$ cat src/rtl/clk_mon_pkg.sv
// Shared definitions for the divided-clock ratio monitors: generation
// encodings, monitor state encoding and default expected periods.
package clk_mon_pkg;

  // Width of the period counter and of the reported period.
  localparam int PERIOD_W = 8;

  // gen_speed encodings. The fourth code falls back to the generation 0 period.
  localparam logic [1:0] GEN_SPEED_0 = 2'd0;
  localparam logic [1:0] GEN_SPEED_1 = 2'd1;
  localparam logic [1:0] GEN_SPEED_2 = 2'd2;

  // Default expected mon_clk periods in local_clk cycles.
  localparam int DEF_EXP_P0 = 16;
  localparam int DEF_EXP_P1 = 33;
  localparam int DEF_EXP_P2 = 68;

  // Monitor states.
  typedef enum logic [1:0] {
    IDLE   = 2'd0,
    ACQ    = 2'd1,
    LOCKED = 2'd2,
    FAULT  = 2'd3
  } mon_state_e;

endpackage

$ cat src/rtl/sync_edge_det.sv
// Two-flop synchronizer for an asynchronous level, followed by a third flop
// that turns a synchronized low-to-high transition into a one-cycle pulse.
module sync_edge_det (
  input  logic local_clk,
  input  logic rst,
  input  logic din,
  output logic rise
);

  logic sync_p0;
  logic sync_p1;
  logic prev_p2;

  // Synchronizer chain plus the delayed copy used for edge detection.
  always_ff @(posedge local_clk or negedge rst) begin
    if (!rst) begin
      sync_p0 <= 1'b0;
      sync_p1 <= 1'b0;
      prev_p2 <= 1'b0;
    end else begin
      sync_p0 <= din;
      sync_p1 <= sync_p0;
      prev_p2 <= sync_p1;
    end
  end

  assign rise = sync_p1 & ~prev_p2;

endmodule

$ cat src/rtl/clk_ratio_monitor.sv
// Measures the rising-edge-to-rising-edge period of a divided clock (sampled
// as data) in local_clk cycles and tracks lock, fault and timeout status
// against the expected period for the selected generation.
module clk_ratio_monitor
  import clk_mon_pkg::*;
#(
  parameter int EXP_P0    = DEF_EXP_P0,
  parameter int EXP_P1    = DEF_EXP_P1,
  parameter int EXP_P2    = DEF_EXP_P2,
  parameter int TOL       = 1,
  parameter int LOCK_CNT  = 4,
  parameter int FAULT_CNT = 3,
  parameter int TIMEOUT   = 255
) (
  input  logic                local_clk,
  input  logic                rst,
  input  logic [1:0]          gen_speed,
  input  logic                mon_clk,
  output logic [PERIOD_W-1:0] period,
  output logic                period_valid,
  output logic                locked,
  output logic                fault,
  output logic                timeout
);

  localparam logic [PERIOD_W-1:0] TIMEOUT_V = PERIOD_W'(TIMEOUT);
  localparam logic [PERIOD_W-1:0] LOCK_V    = PERIOD_W'(LOCK_CNT);
  localparam logic [PERIOD_W-1:0] FAULT_V   = PERIOD_W'(FAULT_CNT);
  localparam logic [PERIOD_W:0]   TOL_V     = (PERIOD_W+1)'(TOL);

  // Expected period for a generation, widened so it compares against a
  // measurement that can reach 2**PERIOD_W.
  function automatic logic [PERIOD_W:0] exp_period(input logic [1:0] gs);
    case (gs)
      GEN_SPEED_1: return (PERIOD_W+1)'(EXP_P1);
      GEN_SPEED_2: return (PERIOD_W+1)'(EXP_P2);
      default:     return (PERIOD_W+1)'(EXP_P0);
    endcase
  endfunction

  // Counter increment that sticks at all-ones.
  function automatic logic [PERIOD_W-1:0] sat_inc(input logic [PERIOD_W-1:0] v);
    return (v == '1) ? v : v + PERIOD_W'(1);
  endfunction

  // Clamp a widened measurement into the reported period width.
  function automatic logic [PERIOD_W-1:0] sat_period(input logic [PERIOD_W:0] v);
    return v[PERIOD_W] ? '1 : v[PERIOD_W-1:0];
  endfunction

  // Absolute difference without relying on signed wrap-around.
  function automatic logic [PERIOD_W:0] abs_diff(input logic [PERIOD_W:0] a,
                                                 input logic [PERIOD_W:0] b);
    return (a >= b) ? (a - b) : (b - a);
  endfunction

  mon_state_e          state, state_n;
  logic [PERIOD_W-1:0] cnt, cnt_n;
  logic [PERIOD_W-1:0] good_cnt, good_n;
  logic [PERIOD_W-1:0] bad_cnt, bad_n;
  logic                armed, armed_n;
  logic [1:0]          gen_q;
  logic [PERIOD_W-1:0] period_n;
  logic                pv_n;
  logic                locked_n;
  logic                fault_n;
  logic                timeout_n;

  logic                rise;
  logic                speed_chg;
  logic [PERIOD_W:0]   meas;
  logic                is_good;

  sync_edge_det u_sync (
    .local_clk (local_clk),
    .rst       (rst),
    .din       (mon_clk),
    .rise      (rise)
  );

  assign speed_chg = (gen_speed != gen_q);
  assign meas      = {1'b0, cnt} + (PERIOD_W+1)'(1);
  assign is_good   = (abs_diff(meas, exp_period(gen_q)) <= TOL_V);

  // Next-state, counter and status decisions for the current cycle.
  always_comb begin
    state_n   = state;
    cnt_n     = cnt;
    good_n    = good_cnt;
    bad_n     = bad_cnt;
    armed_n   = armed;
    period_n  = period;
    pv_n      = 1'b0;
    timeout_n = timeout;

    if (speed_chg) begin
      // A generation change restarts acquisition and discards any edge.
      state_n   = IDLE;
      cnt_n     = '0;
      good_n    = '0;
      bad_n     = '0;
      armed_n   = 1'b0;
      timeout_n = 1'b0;
    end else if (rise) begin
      cnt_n = '0;
      if (!armed) begin
        // First edge after reset, speed change or timeout only starts a measurement.
        armed_n = 1'b1;
        if (state == IDLE) state_n = ACQ;
      end else begin
        period_n = sat_period(meas);
        pv_n     = 1'b1;
        case (state)
          ACQ, FAULT: begin
            if (is_good) begin
              if (good_cnt + PERIOD_W'(1) == LOCK_V) begin
                state_n   = LOCKED;
                good_n    = '0;
                bad_n     = '0;
                timeout_n = 1'b0;
              end else begin
                good_n = good_cnt + PERIOD_W'(1);
              end
            end else begin
              good_n = '0;
            end
          end
          LOCKED: begin
            if (!is_good) begin
              if (bad_cnt + PERIOD_W'(1) == FAULT_V) begin
                state_n   = FAULT;
                good_n    = '0;
                bad_n     = '0;
                timeout_n = 1'b0;
              end else begin
                bad_n = bad_cnt + PERIOD_W'(1);
              end
            end else begin
              bad_n = '0;
            end
          end
          default: ;
        endcase
      end
    end else if (armed && (state != IDLE) && (cnt == TIMEOUT_V)) begin
      // No edge for too long: hold the counter and wait to re-arm.
      state_n   = FAULT;
      timeout_n = 1'b1;
      good_n    = '0;
      bad_n     = '0;
      armed_n   = 1'b0;
    end else begin
      cnt_n = sat_inc(cnt);
    end

    locked_n = (state_n == LOCKED);
    fault_n  = (state_n == FAULT);
  end

  // State register.
  always_ff @(posedge local_clk or negedge rst) begin
    if (!rst) state <= IDLE;
    else      state <= state_n;
  end

  // Counters, generation copy and registered status outputs.
  always_ff @(posedge local_clk or negedge rst) begin
    if (!rst) begin
      cnt          <= '0;
      good_cnt     <= '0;
      bad_cnt      <= '0;
      armed        <= 1'b0;
      gen_q        <= GEN_SPEED_0;
      period       <= '0;
      period_valid <= 1'b0;
      locked       <= 1'b0;
      fault        <= 1'b0;
      timeout      <= 1'b0;
    end else begin
      cnt          <= cnt_n;
      good_cnt     <= good_n;
      bad_cnt      <= bad_n;
      armed        <= armed_n;
      gen_q        <= gen_speed;
      period       <= period_n;
      period_valid <= pv_n;
      locked       <= locked_n;
      fault        <= fault_n;
      timeout      <= timeout_n;
    end
  end

endmodule

$ cat config.mk
export PLATFORM = sky130hd
export DESIGN_NAME = clk_ratio_monitor
export DESIGN_NICKNAME = d
export VERILOG_FILES = /design/src/rtl/clk_mon_pkg.sv /design/src/rtl/sync_edge_det.sv /design/src/rtl/clk_ratio_monitor.sv
export SDC_FILE = /design/constraint.sdc
export NUM_CORES = 1
export LEC_CHECK = 0
export CORE_MARGIN = 3
export CORE_UTILIZATION = 55
export CTS_CLUSTER_DIAMETER = 200
export CTS_CLUSTER_SIZE = 25
export DETAILED_ROUTE_END_ITERATION = 6
export HOLD_SLACK_MARGIN = 0.12
export MAX_ROUTING_LAYER = met4
export PLACE_DENSITY = 0.75
export SLEW_MARGIN = 40
export SYNTH_ARGS = -nofsm -noshare
export SYNTH_HDL_FRONTEND = slang
export SYNTH_SLANG_ARGS = --single-unit
export TNS_END_PERCENT = 20
$ cat constraint.sdc
create_clock -name local_clk -period 3.7 [get_ports local_clk]
set_input_delay 0.555 -clock local_clk [delete_from_list [all_inputs] [get_ports local_clk]]
set_output_delay 0.555 -clock local_clk [all_outputs]
set_load 0.005 [all_outputs]
==> flow_summary_export.csv, run 1 <==
group,metric,value,unit
outcome,outcome,"finished, final reports clean",
synth,synthArstFlopShare,1.00,
final_layout,postLayoutCoreUtil,0.661,
global_route,grt-ovfl-total,0,
synth,synth_warnings,0,
synth,synth_top_family_by_area,"simple AND/OR/NAND/NOR gates",
clock_tree,ctsHoldBuffers,0,
global_route,grt_max_degree,45,
die,io_pins,17,
worst_setup_path,cp_max_fo,9,
synth,ys_top_cells_by_area,"dfrtp_1 (35%), ha_1 (6.7%), nand2_1 (5.2%)",
clock_tree,cts_tree,"yes",
global_route,grt_pass1_vias,2565,
worst_setup_path,cp.required,3.93,ns
sta,setup_viol,0,
synth,yosysSeqAreaShare,0.347,
sta,slew_headroom,0.511,
clock_tree,worst_skew_pair.late_latency,0.31,ns
sta,finalHoldViolCount,0,
final_layout,areaGrowthSynthToFinish,15.6,%
clock_tree,cts_max_level,2,
synth,synthCells,374,
final_layout,diodes,0,
run,cap_viol_max_count,0,
synth,post_synth_instance_area,3170,um2
clock_tree,cts_buffers,5,
worst_setup_path,crit_arrival,3.79,ns
die,start_util,0.572,
worst_setup_path,worstPathCellList,"ha_4, xor2_2, inv_1, ha_2, nor2b_1, buf_4, o41ai_4, buf_4, nand2_1, a41o_1, or4_4, o31ai_4, buf_6, o21ai_4, o31ai_2",
placed_design,dp.cells,469,
pwr,intPower,0.749,mW
synth,synthFlopType,"dfrtp_1",
synth,ys_ff_latch,44,
synth,synth_top_area_frac,0.347,
detailed_routing,drt_first_pass_iters,4,
clock_tree,cts_root_buffer,"clkbuf_8",
pwr,clockPowerShare,0.285,
synth,yosys.area_share.simple,0.250,
worst_setup_path,endpoint_kind,"register",
die,dieArea,6710,um2
synth,synth_compound_area_frac,0.244,
sta,period_share,0.962,
synth,synth-edff-count,0,
worst_hold_path,hold_class,"primary input to asynchronous set/reset pin",
worst_setup_path,slowest_delay,0.43,ns
worst_setup_path,critical_path.startpoint,"cnt[0]$_DFFE_PN0P_",
placed_design,postPlaceCellArea,3500,um2
detailed_routing,postRouteAntennaNets,0,
sta,finalCriticalPeriod,3.56,ns
synth,syn_nets,396,
placed_design,dp_slack,0.0505,ns
die,rows,27,
worst_setup_path,criticalPathCategory,"register to register",
synth,synthXorXnorAreaFrac,0.0292,
pwr,p_seq_frac,0.491,
sta,fmax,281,MHz
final_layout,layoutNonFillerInstCount,478,
worst_setup_path,cpMaxStageDelayCell,"or4_4",
global_route,track_usage,0.234,
synth,avgSynthCellArea,8.47,um2
clock_tree,clock-sinks,44,
synth,synth_top_area_cell,"dfrtp_1",
pwr,p_switching,0.309,mW
detailed_routing,drt_iter0_drc,144,
pwr,powerDensity,289,nW/um2
worst_setup_path,crit_top_cell,"buf_4",
placed_design,gp_congestion,0.890,
final_layout,nets,428,
final_layout,post_route_cells_drive_above_1_share,0.172,
global_route,antenna_found_initial,0,
final_layout,design_area,3660,um2
clock_tree,path_clk_slew,0.09,ns
pwr,p_leak,1.55,nW
sta,maxSlewViolCount,0,
synth,synth_mux_area_frac,0.0162,
pwr,ir_drop,0.000193,V
detailed_routing,drc_errors,0,
pwr,total_power,1.06,mW
pwr,power_frac_comb,0.224,
placed_design,io_buffer_count,16,
worst_setup_path,cp-start-kind,"register",
detailed_routing,routedWlPerCell,15.3,um
clock_tree,clock_path_buffers,2,
placed_design,dp_hpwl,5400,um
sta,worst_slack,0.139,ns
detailed_routing,wirelength,7320,um
synth,synth.distinct_cells,77,
sta,fin_skew,0.0130,ns
global_route,grt_pass1_wl,11800,um
die,core_area,5540,um2
die,die_h,81.9,um
worst_setup_path,r2r_start,"cnt[0]$_DFFE_PN0P_",
synth,synth_fa_ha_area_frac,0.0671,
sta,worst_pin_slew,0.731,ns
die,die_x,81.9,um
pwr,switching_share,0.292,
detailed_routing,dr_total_vias,2824,
detailed_routing,vias_per_cell,5.91,
==> layout by cell type (no fill, tap or decap), drive strengths merged, types with 3 or more instances in the layout <==
cell type	instances
nand2	44
dfrtp	44
nor2	36
o21ai	29
a21oi	28
buf	23
inv	21
nor3	18
ha	17
clkdlybuf4s50	15
nand3	14
a31oi	9
or2	9
clkbuf	6
xnor2	6
o31ai	6
nand2b	5
nand4	5
o211ai	5
and2	5
or3	4
mux2i	4
and4	4
a21o	3
nor2b	3
o221a	3
==> per-stage QoR <==
step	hold slack, ns	TNS, ns
final	0.216	0
after global routing	0.258	-0.00335
after CTS	0.249	0
after detailed placement	0.358	0
after global placement	0.333	0
after floorplan	0.259	0
==> registers in the layout, summed over array words and instances (netlist names), 2 cells and up <==
signal    cells
cnt           8
state         2
period        8
good_cnt      8
gen_q         2
bad_cnt       8
==> worst paths after layout <==
kind                                       endpoint  slack [ns]  cells past startpoint
min in group local_clk     u_sync.sync_p1$_DFF_PN0_        0.37                      0
setup reg to reg             bad_cnt[1]$_DFFE_PN0P_        0.14                     15
max in group asynchronous   good_cnt[6]$_DFFE_PN0P_        3.08                      1
setup / recovery             bad_cnt[1]$_DFFE_PN0P_        0.14                     15
hold reg to reg            u_sync.sync_p1$_DFF_PN0_        0.37                      0
hold / removal                   cnt[2]$_DFFE_PN0P_        0.22                      1
==> layout make-up <==
cell class                 instances  area [um2]
multi-input combinational        296        1990
fill                             484        1880
sequential                        44        1100
timing repair buffer              38         327
tap                               72        90.1
inverter                          21        78.8
clock buffer                       6        72.6
clock inverter                     1        5.00
==> cells by family (layout without fill, tap and decap cells) <==
family | Yosys count | after routing
and+or+nand+nor | 157 | 157
xor gates and xnor gates | 9 | 9
AOI/OAI and AO/OA | 108 | 108
adders and majority gates | 17 | 17
buffers and inverters | 34 | 66
DFF | 44 | 44
muxes | 5 | 5
==> worst max-delay path: cells and delay by family, from the launching register on <==
family	cells	cell delay [ns]
compound gates	5	1.17
simple gates	3	0.66
buf+inv	4	0.56
fa+ha+maj	2	0.52
flops	1	0.42
xor+xnor	1	0.15
==> power by group through the flow <==
| stage | clock, mW | sequential (mW) | combinational, mW |
|---|---|---|---|
| floorplan | 0 | 0.530 | 0.129 |
| global placement | 0 | 0.528 | 0.225 |
| detailed placement | 0 | 0.529 | 0.229 |
| CTS | 0.305 | 0.520 | 0.229 |
| global route | 0.325 | 0.523 | 0.264 |
| finish | 0.301 | 0.520 | 0.237 |
==> routing by layer <==
layer	GRT usage	up-vias	wire length, um
li1	-	1420	-
met1	0.309	1347	3610
met2	0.371	48	3350
met3	0.0362	9	268
met4	0.0714	0	90
met5	-	-	0
==> repair_timing <==
action                     4_1_cts  5_1_grt
buffers inserted                 0        2
resized for setup                0       15
setup endpoints to repair        0       18
==> synthesized netlist by cell type, drive strengths merged, types with 2 or more instances <==
| cell type | n |
|---|---|
| a31o | 2 |
| or2 | 9 |
| buf | 5 |
| nor2 | 36 |
| o21a | 2 |
| nand2b | 5 |
| nand4 | 5 |
| o221a | 3 |
| or4 | 2 |
| a21boi | 2 |
| nor2b | 3 |
| a31oi | 9 |
| a21oi | 28 |
| o2111ai | 2 |
| o21ai | 29 |
| clkbuf | 8 |
| o31ai | 6 |
| xor2 | 2 |
| ha | 17 |
| a21o | 3 |
| and4 | 4 |
| dfrtp | 44 |
| mux2i | 4 |
| nor3 | 18 |
| o211ai | 5 |
| inv | 21 |
| nor4 | 2 |
| o41ai | 2 |
| and2 | 5 |
| or3 | 4 |
| and3 | 2 |
| nand3 | 14 |
| nand2 | 44 |
| xnor2 | 6 |
| a211o | 2 |
(Power assumes the default switching activity.)
==> run 2, diff against run 1 <==
==> constraint.sdc (replaced) <==
create_clock -name local_clk -period 3.12 [get_ports local_clk]
set_input_delay 0.468 -clock local_clk [delete_from_list [all_inputs] [get_ports local_clk]]
set_output_delay 0.468 -clock local_clk [all_outputs]
set_load 0.005 [all_outputs]
==> run 2 against run 1 <==
  * The flow now finishes with violations (negative setup slack)
  * Cell count is 7.1% higher
  * Sequential power is 19% higher
  * Combinational power is 37% higher
  * Sequential share of layout area is 3.2 points lower
  * Wire length is 14% higher
  * Critical path depth is 1 lower
  * Highest routed layer unchanged
==> flow_summary_export.csv, run 2 (same netlist as run 1, synthesis figures left out) <==
group,metric,value,unit
run,cap_viol_max_count,0,
worst_setup_path,crit_buf_inv,2,
sta,fin_skew,0.0104,ns
sta,period_share,1.06,
die,die_x,81.9,um
clock_tree,cts_buffers,5,
outcome,violations,"negative setup slack",
final_layout,diodes,0,
worst_setup_path,cp_top_family,"compound AO/OA/AOI/OAI gates",
pwr,ir_drop,0.000280,V
sta,fmax,301,MHz
sta,worst_pin_slew,0.763,ns
placed_design,dp.cells,501,
clock_tree,path_clk_slew,0.09,ns
sta,worst_slack,-0.198,ns
clock_tree,cts_max_level,2,
worst_setup_path,cp.required,3.28,ns
clock_tree,clock-sinks,44,
worst_setup_path,worstPathCellList,"ha_4, nand3_4, xnor2_4, inv_2, ha_4, a21boi_2, o311a_1, a31o_1, or4_4, o31ai_4, buf_6, o21ai_4, nand2_1, o31ai_2",
die,die_h,81.9,um
clock_tree,cts_root_buffer,"clkbuf_8",
final_layout,layoutNonFillerInstCount,512,
final_layout,final_common_cell,"buf_4",
clock_tree,clock_path_buffers,2,
detailed_routing,drt_iter0_drc,181,
pwr,p_leak,1.75,nW
worst_setup_path,reg2reg_slack,-0.20,ns
final_layout,nets,461,
die,dieArea,6710,um2
worst_hold_path,hold_class,"primary input to asynchronous set/reset pin",
worst_setup_path,cp_max_fo,9,
placed_design,io_buffer_count,16,
placed_design,dp_hpwl,5990,um
die,start_util,0.572,
detailed_routing,postRouteAntennaNets,0,
global_route,track_usage,0.263,
detailed_routing,wirelength,8310,um
detailed_routing,routedWlPerCell,16.2,um
worst_setup_path,criticalPathCategory,"register to register",
detailed_routing,drt_first_pass_iters,5,
final_layout,areaGrowthSynthToFinish,29.5,%
pwr,powerDensity,321,nW/um2
outcome,outcome,"finished, violations left",
die,core_area,5540,um2
placed_design,gp_congestion,0.913,
die,io_pins,17,
worst_setup_path,reg2reg_depth,14,
global_route,grt-ovfl-total,0,
global_route,grt_pass1_vias,2893,
placed_design,dp_slack,-0.256,ns
sta,setup_viol,18,
detailed_routing,dr_total_vias,3042,
sta,finalCriticalPeriod,3.32,ns
worst_setup_path,cp-start-kind,"register",
global_route,antenna_found_initial,0,
worst_setup_path,r2r_start,"cnt[1]$_DFFE_PN0P_",
detailed_routing,drc_errors,0,
worst_setup_path,crit_arrival,3.48,ns
worst_setup_path,crit_top_cell,"ha_4",
global_route,grt_max_degree,45,
global_route,grt_pass1_wl,13300,um
worst_setup_path,cpMaxStageDelayCell,"or4_4",
worst_setup_path,slowest_delay,0.55,ns
sta,rsz0062_at_grt,"yes",
die,rows,27,
worst_setup_path,endpoint_kind,"register",
detailed_routing,vias_per_cell,5.94,
final_layout,final_cell_mix,"buf_4 (55), nand2_1 (43), dfrtp_1 (42), nor2_1 (34), a21oi_1 (24)",
final_layout,post_route_cells_drive_above_1_share,0.302,
sta,finalHoldViolCount,0,
clock_tree,worst_skew_pair.late_latency,0.29,ns
sta,slew_headroom,0.489,
sta,maxSlewViolCount,0,
worst_setup_path,r2r-end,"bad_cnt[0]$_DFFE_PN0P_",
clock_tree,cts_tree,"yes",
run 2: changes by cell type in the layout (fill, tap and decap cells not counted), sizes merged:
cell	previous run	this run
clkinv	1	2
buf	23	56
run 2: per-layer routing:
metal	vias up	global-route usage	part of all wire
met3	12	0.0384	0.038
met4	0	0.0781	0.015
met1	1457	0.342	0.47
met2	78	0.426	0.48
li1	1495	-	-
met5	-	-	0
run 2: power breakdown:
part           switching, mW  internal [mW]  total (mW)
registers             0.0194          0.599       0.618
clock network          0.197          0.177       0.374
logic                  0.161          0.163       0.324
total                  0.377          0.939        1.32
run 2: final cells by class:
type	instances	area, um2
repair buffers	71	574
clock inverters	2	10.0
flip-flops and latches	44	1100
multi-input cells	296	2170
inverters	21	78.8
well taps	72	90.1
fillers	413	1440
clock buffers	6	82.6
run 2: stage by stage:
| step | hold WS (ns) | setup TNS (ns) | power (mW) | cell area, um2 | utilization |
|---|---|---|---|---|---|
| floorplan | 0.172 | -0.706 | 0.795 | 3270 | - |
| global placement | 0.333 | -2.07 | 0.927 | 3840 | 0.692 |
| detailed placement | 0.344 | -2.89 | 0.938 | 3840 | 0.693 |
| finish | 0.159 | -1.93 | 1.32 | 4110 | 0.741 |
| CTS | 0.176 | -1.87 | 1.32 | 4040 | 0.729 |
| global route | 0.179 | -4.88 | 1.38 | 4110 | 0.741 |
run 2: how the worst max path moves through the flow:
| stage | from | endpoint | slack (ns) | depth (start not counted) |
|---|---|---|---|---|
| floorplan | cnt[0]$_DFFE_PN0P_ | good_cnt[6]$_DFFE_PN0P_ | -0.18 | 15 |
| global placement | cnt[1]$_DFFE_PN0P_ | good_cnt[6]$_DFFE_PN0P_ | -0.25 | 14 |
| detailed placement | cnt[1]$_DFFE_PN0P_ | bad_cnt[1]$_DFFE_PN0P_ | -0.26 | 15 |
| CTS | cnt[1]$_DFFE_PN0P_ | good_cnt[6]$_DFFE_PN0P_ | -0.20 | 14 |
| global route | cnt[0]$_DFFE_PN0P_ | bad_cnt[0]$_DFFE_PN0P_ | -0.34 | 14 |
| finish | cnt[1]$_DFFE_PN0P_ | bad_cnt[0]$_DFFE_PN0P_ | -0.20 | 14 |
run 2: timing repair:
| item | 4_1_cts | 5_1_grt |
|---|---|---|
| endpoints found under the setup margin | 21 | 21 |
| pin swaps | 9 | 17 |
| gates resized for setup | 20 | 22 |
| endpoints found under the hold margin | 0 | 0 |
| hold buffers | 0 | 0 |
| setup buffers | 1 | 2 |
==> run 3, diff against run 2 <==
--- a/config.mk
+++ b/config.mk
@@ -12,7 +12,7 @@
 export DETAILED_ROUTE_END_ITERATION = 6
 export HOLD_SLACK_MARGIN = 0.12
 export MAX_ROUTING_LAYER = met4
-export PLACE_DENSITY = 0.75
+export PLACE_DENSITY = 0.77
 export SLEW_MARGIN = 40
 export SYNTH_ARGS = -nofsm -noshare
 export SYNTH_HDL_FRONTEND = slang
==> run 3 against run 2 <==
  * The flow still finishes with violations (negative setup slack)
  * Non-clock buffer count down 4
  * Clock skew decreased by 0.0023 ns
  * Sequential share of layout area increased by 0.074 points
  * Cell area down 0.27%
  * Register-to-register slack improved by 0.02 ns
  * Clock power rose by 16%
  * Via count up 1.7%
  * Hold slack got worse by 0.0083 ns
  * Critical path depth is 1 lower
  * Critical path type unchanged
==> flow_summary_export.csv, run 3 (same netlist as run 1, synthesis figures left out) <==
group,metric,value,unit
worst_setup_path,r2r_start,"cnt[1]$_DFFE_PN0P_",
pwr,ir_drop,0.000212,V
detailed_routing,wl_met1,3660,um
global_route,grt-ovfl-total,0,
die,die_h,81.9,um
pwr,switching_share,0.275,
worst_setup_path,reg2reg_slack,-0.17,ns
global_route,grt_pass1_vias,2928,
worst_hold_path,hold_class,"primary input to asynchronous set/reset pin",
final_layout,post_route_cells_drive_above_1_share,0.278,
sta,worst_pin_slew,0.769,ns
final_layout,final_common_cell,"buf_4",
final_layout,areaGrowthSynthToFinish,29.2,%
worst_setup_path,cp-start-kind,"register",
final_layout,final_cell_mix,"buf_4 (51), nand2_1 (44), dfrtp_1 (42), nor2_1 (33), a21oi_1 (24)",
detailed_routing,dr_total_vias,3094,
sta,slew_headroom,0.485,
worst_setup_path,crit_arrival,3.51,ns
pwr,powerDensity,337,nW/um2
pwr,intPower,1.00,mW
final_layout,multi_input_area,2170,um2
placed_design,io_buffer_count,16,
die,core_area,5540,um2
detailed_routing,highest_layer,"met4",
worst_setup_path,crit_end,"good_cnt[6]$_DFFE_PN0P_",
worst_setup_path,r2r-end,"good_cnt[6]$_DFFE_PN0P_",
placed_design,gp_congestion,0.929,
clock_tree,path_clk_slew,0.08,ns
outcome,outcome,"finished, violations left",
die,die_x,81.9,um
placed_design,dp_slack,-0.331,ns
sta,rsz0062_at_grt,"yes",
detailed_routing,routedWlPerCell,16.1,um
final_layout,nets,457,
clock_tree,cts_root_buffer,"clkbuf_8",
pwr,clockPowerShare,0.314,
final_layout,seq_area,1100,um2
clock_tree,ctsHoldBuffers,0,
worst_setup_path,cp_max_fo,4,
pwr,power_frac_comb,0.239,
detailed_routing,postRouteAntennaNets,0,
run,cap_viol_max_count,0,
detailed_routing,route.met2.wl,3950,um
clock_tree,cts_buffers,5,
worst_setup_path,slowest_delay,0.51,ns
worst_setup_path,cp.required,3.34,ns
clock_tree,clock_path_buffers,2,
detailed_routing,drt_iter0_drc,192,
worst_setup_path,criticalPathCategory,"register to register",
clock_tree,cts_max_level,2,
final_layout,diodes,0,
sta,setup_viol,15,
pwr,p_seq_frac,0.446,
worst_setup_path,endpoint_kind,"register",
clock_tree,cts_tree,"yes",
pwr,p_leak,1.73,nW
global_route,track_usage,0.265,
sta,fmax,304,MHz
final_layout,postLayoutCoreUtil,0.739,
worst_setup_path,reg2reg_depth,13,
die,start_util,0.572,
die,dieArea,6710,um2
detailed_routing,drc_errors,0,
sta,finalHoldViolCount,0,
worst_setup_path,crit_top_cell,"o21ai_1",
global_route,grt_pass1_wl,13500,um
sta,maxSlewViolCount,0,
outcome,violations,"negative setup slack",
detailed_routing,drt_first_pass_iters,5,
global_route,antenna_found_initial,0,
detailed_routing,wl_met3,441,um
clock_tree,worst_skew_pair.late_latency,0.30,ns
sta,worst_slack,-0.173,ns
clock_tree,clock-sinks,44,
sta,worst_hold_slack,0.151,ns
sta,finalCriticalPeriod,3.29,ns
sta,fin_skew,0.00817,ns
pwr,p_switching,0.379,mW
final_layout,fill_cells,406,
sta,period_share,1.06,
global_route,grt_max_degree,45,
worst_setup_path,cpMaxStageDelayCell,"or4_1",
die,rows,27,
worst_setup_path,worstPathCellList,"ha_4, nand3_4, xnor2_4, ha_1, o41ai_4, buf_4, nand4_1, o211ai_1, nor3_4, a211oi_1, o21ai_1, or4_1, o21ai_1",
detailed_routing,vias_per_cell,6.09,
placed_design,dp_hpwl,5890,um
detailed_routing,wirelength,8170,um
worst_setup_path,critical_path.startpoint,"cnt[1]$_DFFE_PN0P_",
die,io_pins,17,
[run 3: changes by cell type in the layout (fill, tap and decap cells not counted), sizes merged]
cell,change
buf,-4
bufinv,+1
clkinv,-1
[run 3: critical path: cells and delay by family, from the launching register on]
kind / cells / cell delay [ns]
AO/OA/AOI/OAI: 5 / 1.15
AND/OR/NAND/NOR: 4 / 0.82
flip-flops: 1 / 0.39
adder cells (fa/ha/maj): 2 / 0.46
buffers and inverters: 1 / 0.19
XOR/XNOR: 1 / 0.18
[run 3: metrics by stage]
step	total power, mW	cell area [um2]	std cells	setup TNS [ns]
after CTS	1.38	4030	508	-2.16
after global routing	1.45	4090	508	-4.30
after detailed placement	0.934	3790	494	-3.42
after global placement	0.923	3780	494	-2.14
final	1.38	4090	508	-1.66
after floorplan	0.795	3270	374	-0.706
[run 3: what timing repair did]
item | in CTS | in global routing
resized for setup | 24 | 17
pin swaps | 26 | 12
buffers inserted | 6 | 0
setup endpoints to repair | 21 | 21
[run 3: metal layers]
layer | up-vias | global-route usage
met5 | - | -
met4 | 0 | 0.0781
li1 | 1481 | -
met3 | 18 | 0.0493
met1 | 1499 | 0.345
met2 | 96 | 0.420
[run 3: power groups by stage]
| stage | combinational [mW] | sequential (mW) | clock (mW) |
|---|---|---|---|
| floorplan | 0.165 | 0.630 | 0 |
| global placement | 0.296 | 0.627 | 0 |
| detailed placement | 0.306 | 0.628 | 0 |
| CTS | 0.319 | 0.617 | 0.443 |
| global route | 0.361 | 0.620 | 0.473 |
| finish | 0.331 | 0.617 | 0.434 |
[run 3: area by class of cell]
type	instances	area share
clock inverter	2	0.00856
tap	72	0.0220
multi-input combinational	296	0.530
inverter	21	0.0193
sequential	44	0.270
clock buffer	6	0.0177
timing repair buffer	67	0.133
[run 3: worst min-delay path by stage]
stage                               endpoint                startpoint  slack, ns  depth (start not counted)
floorplan                  armed$_DFFE_PN0N_                       rst       0.17                          0
global placement    u_sync.sync_p1$_DFF_PN0_  u_sync.sync_p0$_DFF_PN0_       0.33                          0
detailed placement  u_sync.sync_p1$_DFF_PN0_  u_sync.sync_p0$_DFF_PN0_       0.34                          0
CTS                    period[2]$_DFFE_PN0P_                       rst       0.17                          1
global route           period[2]$_DFFE_PN0P_                       rst       0.19                          1
finish                 period[1]$_DFFE_PN0P_                       rst       0.15                          1
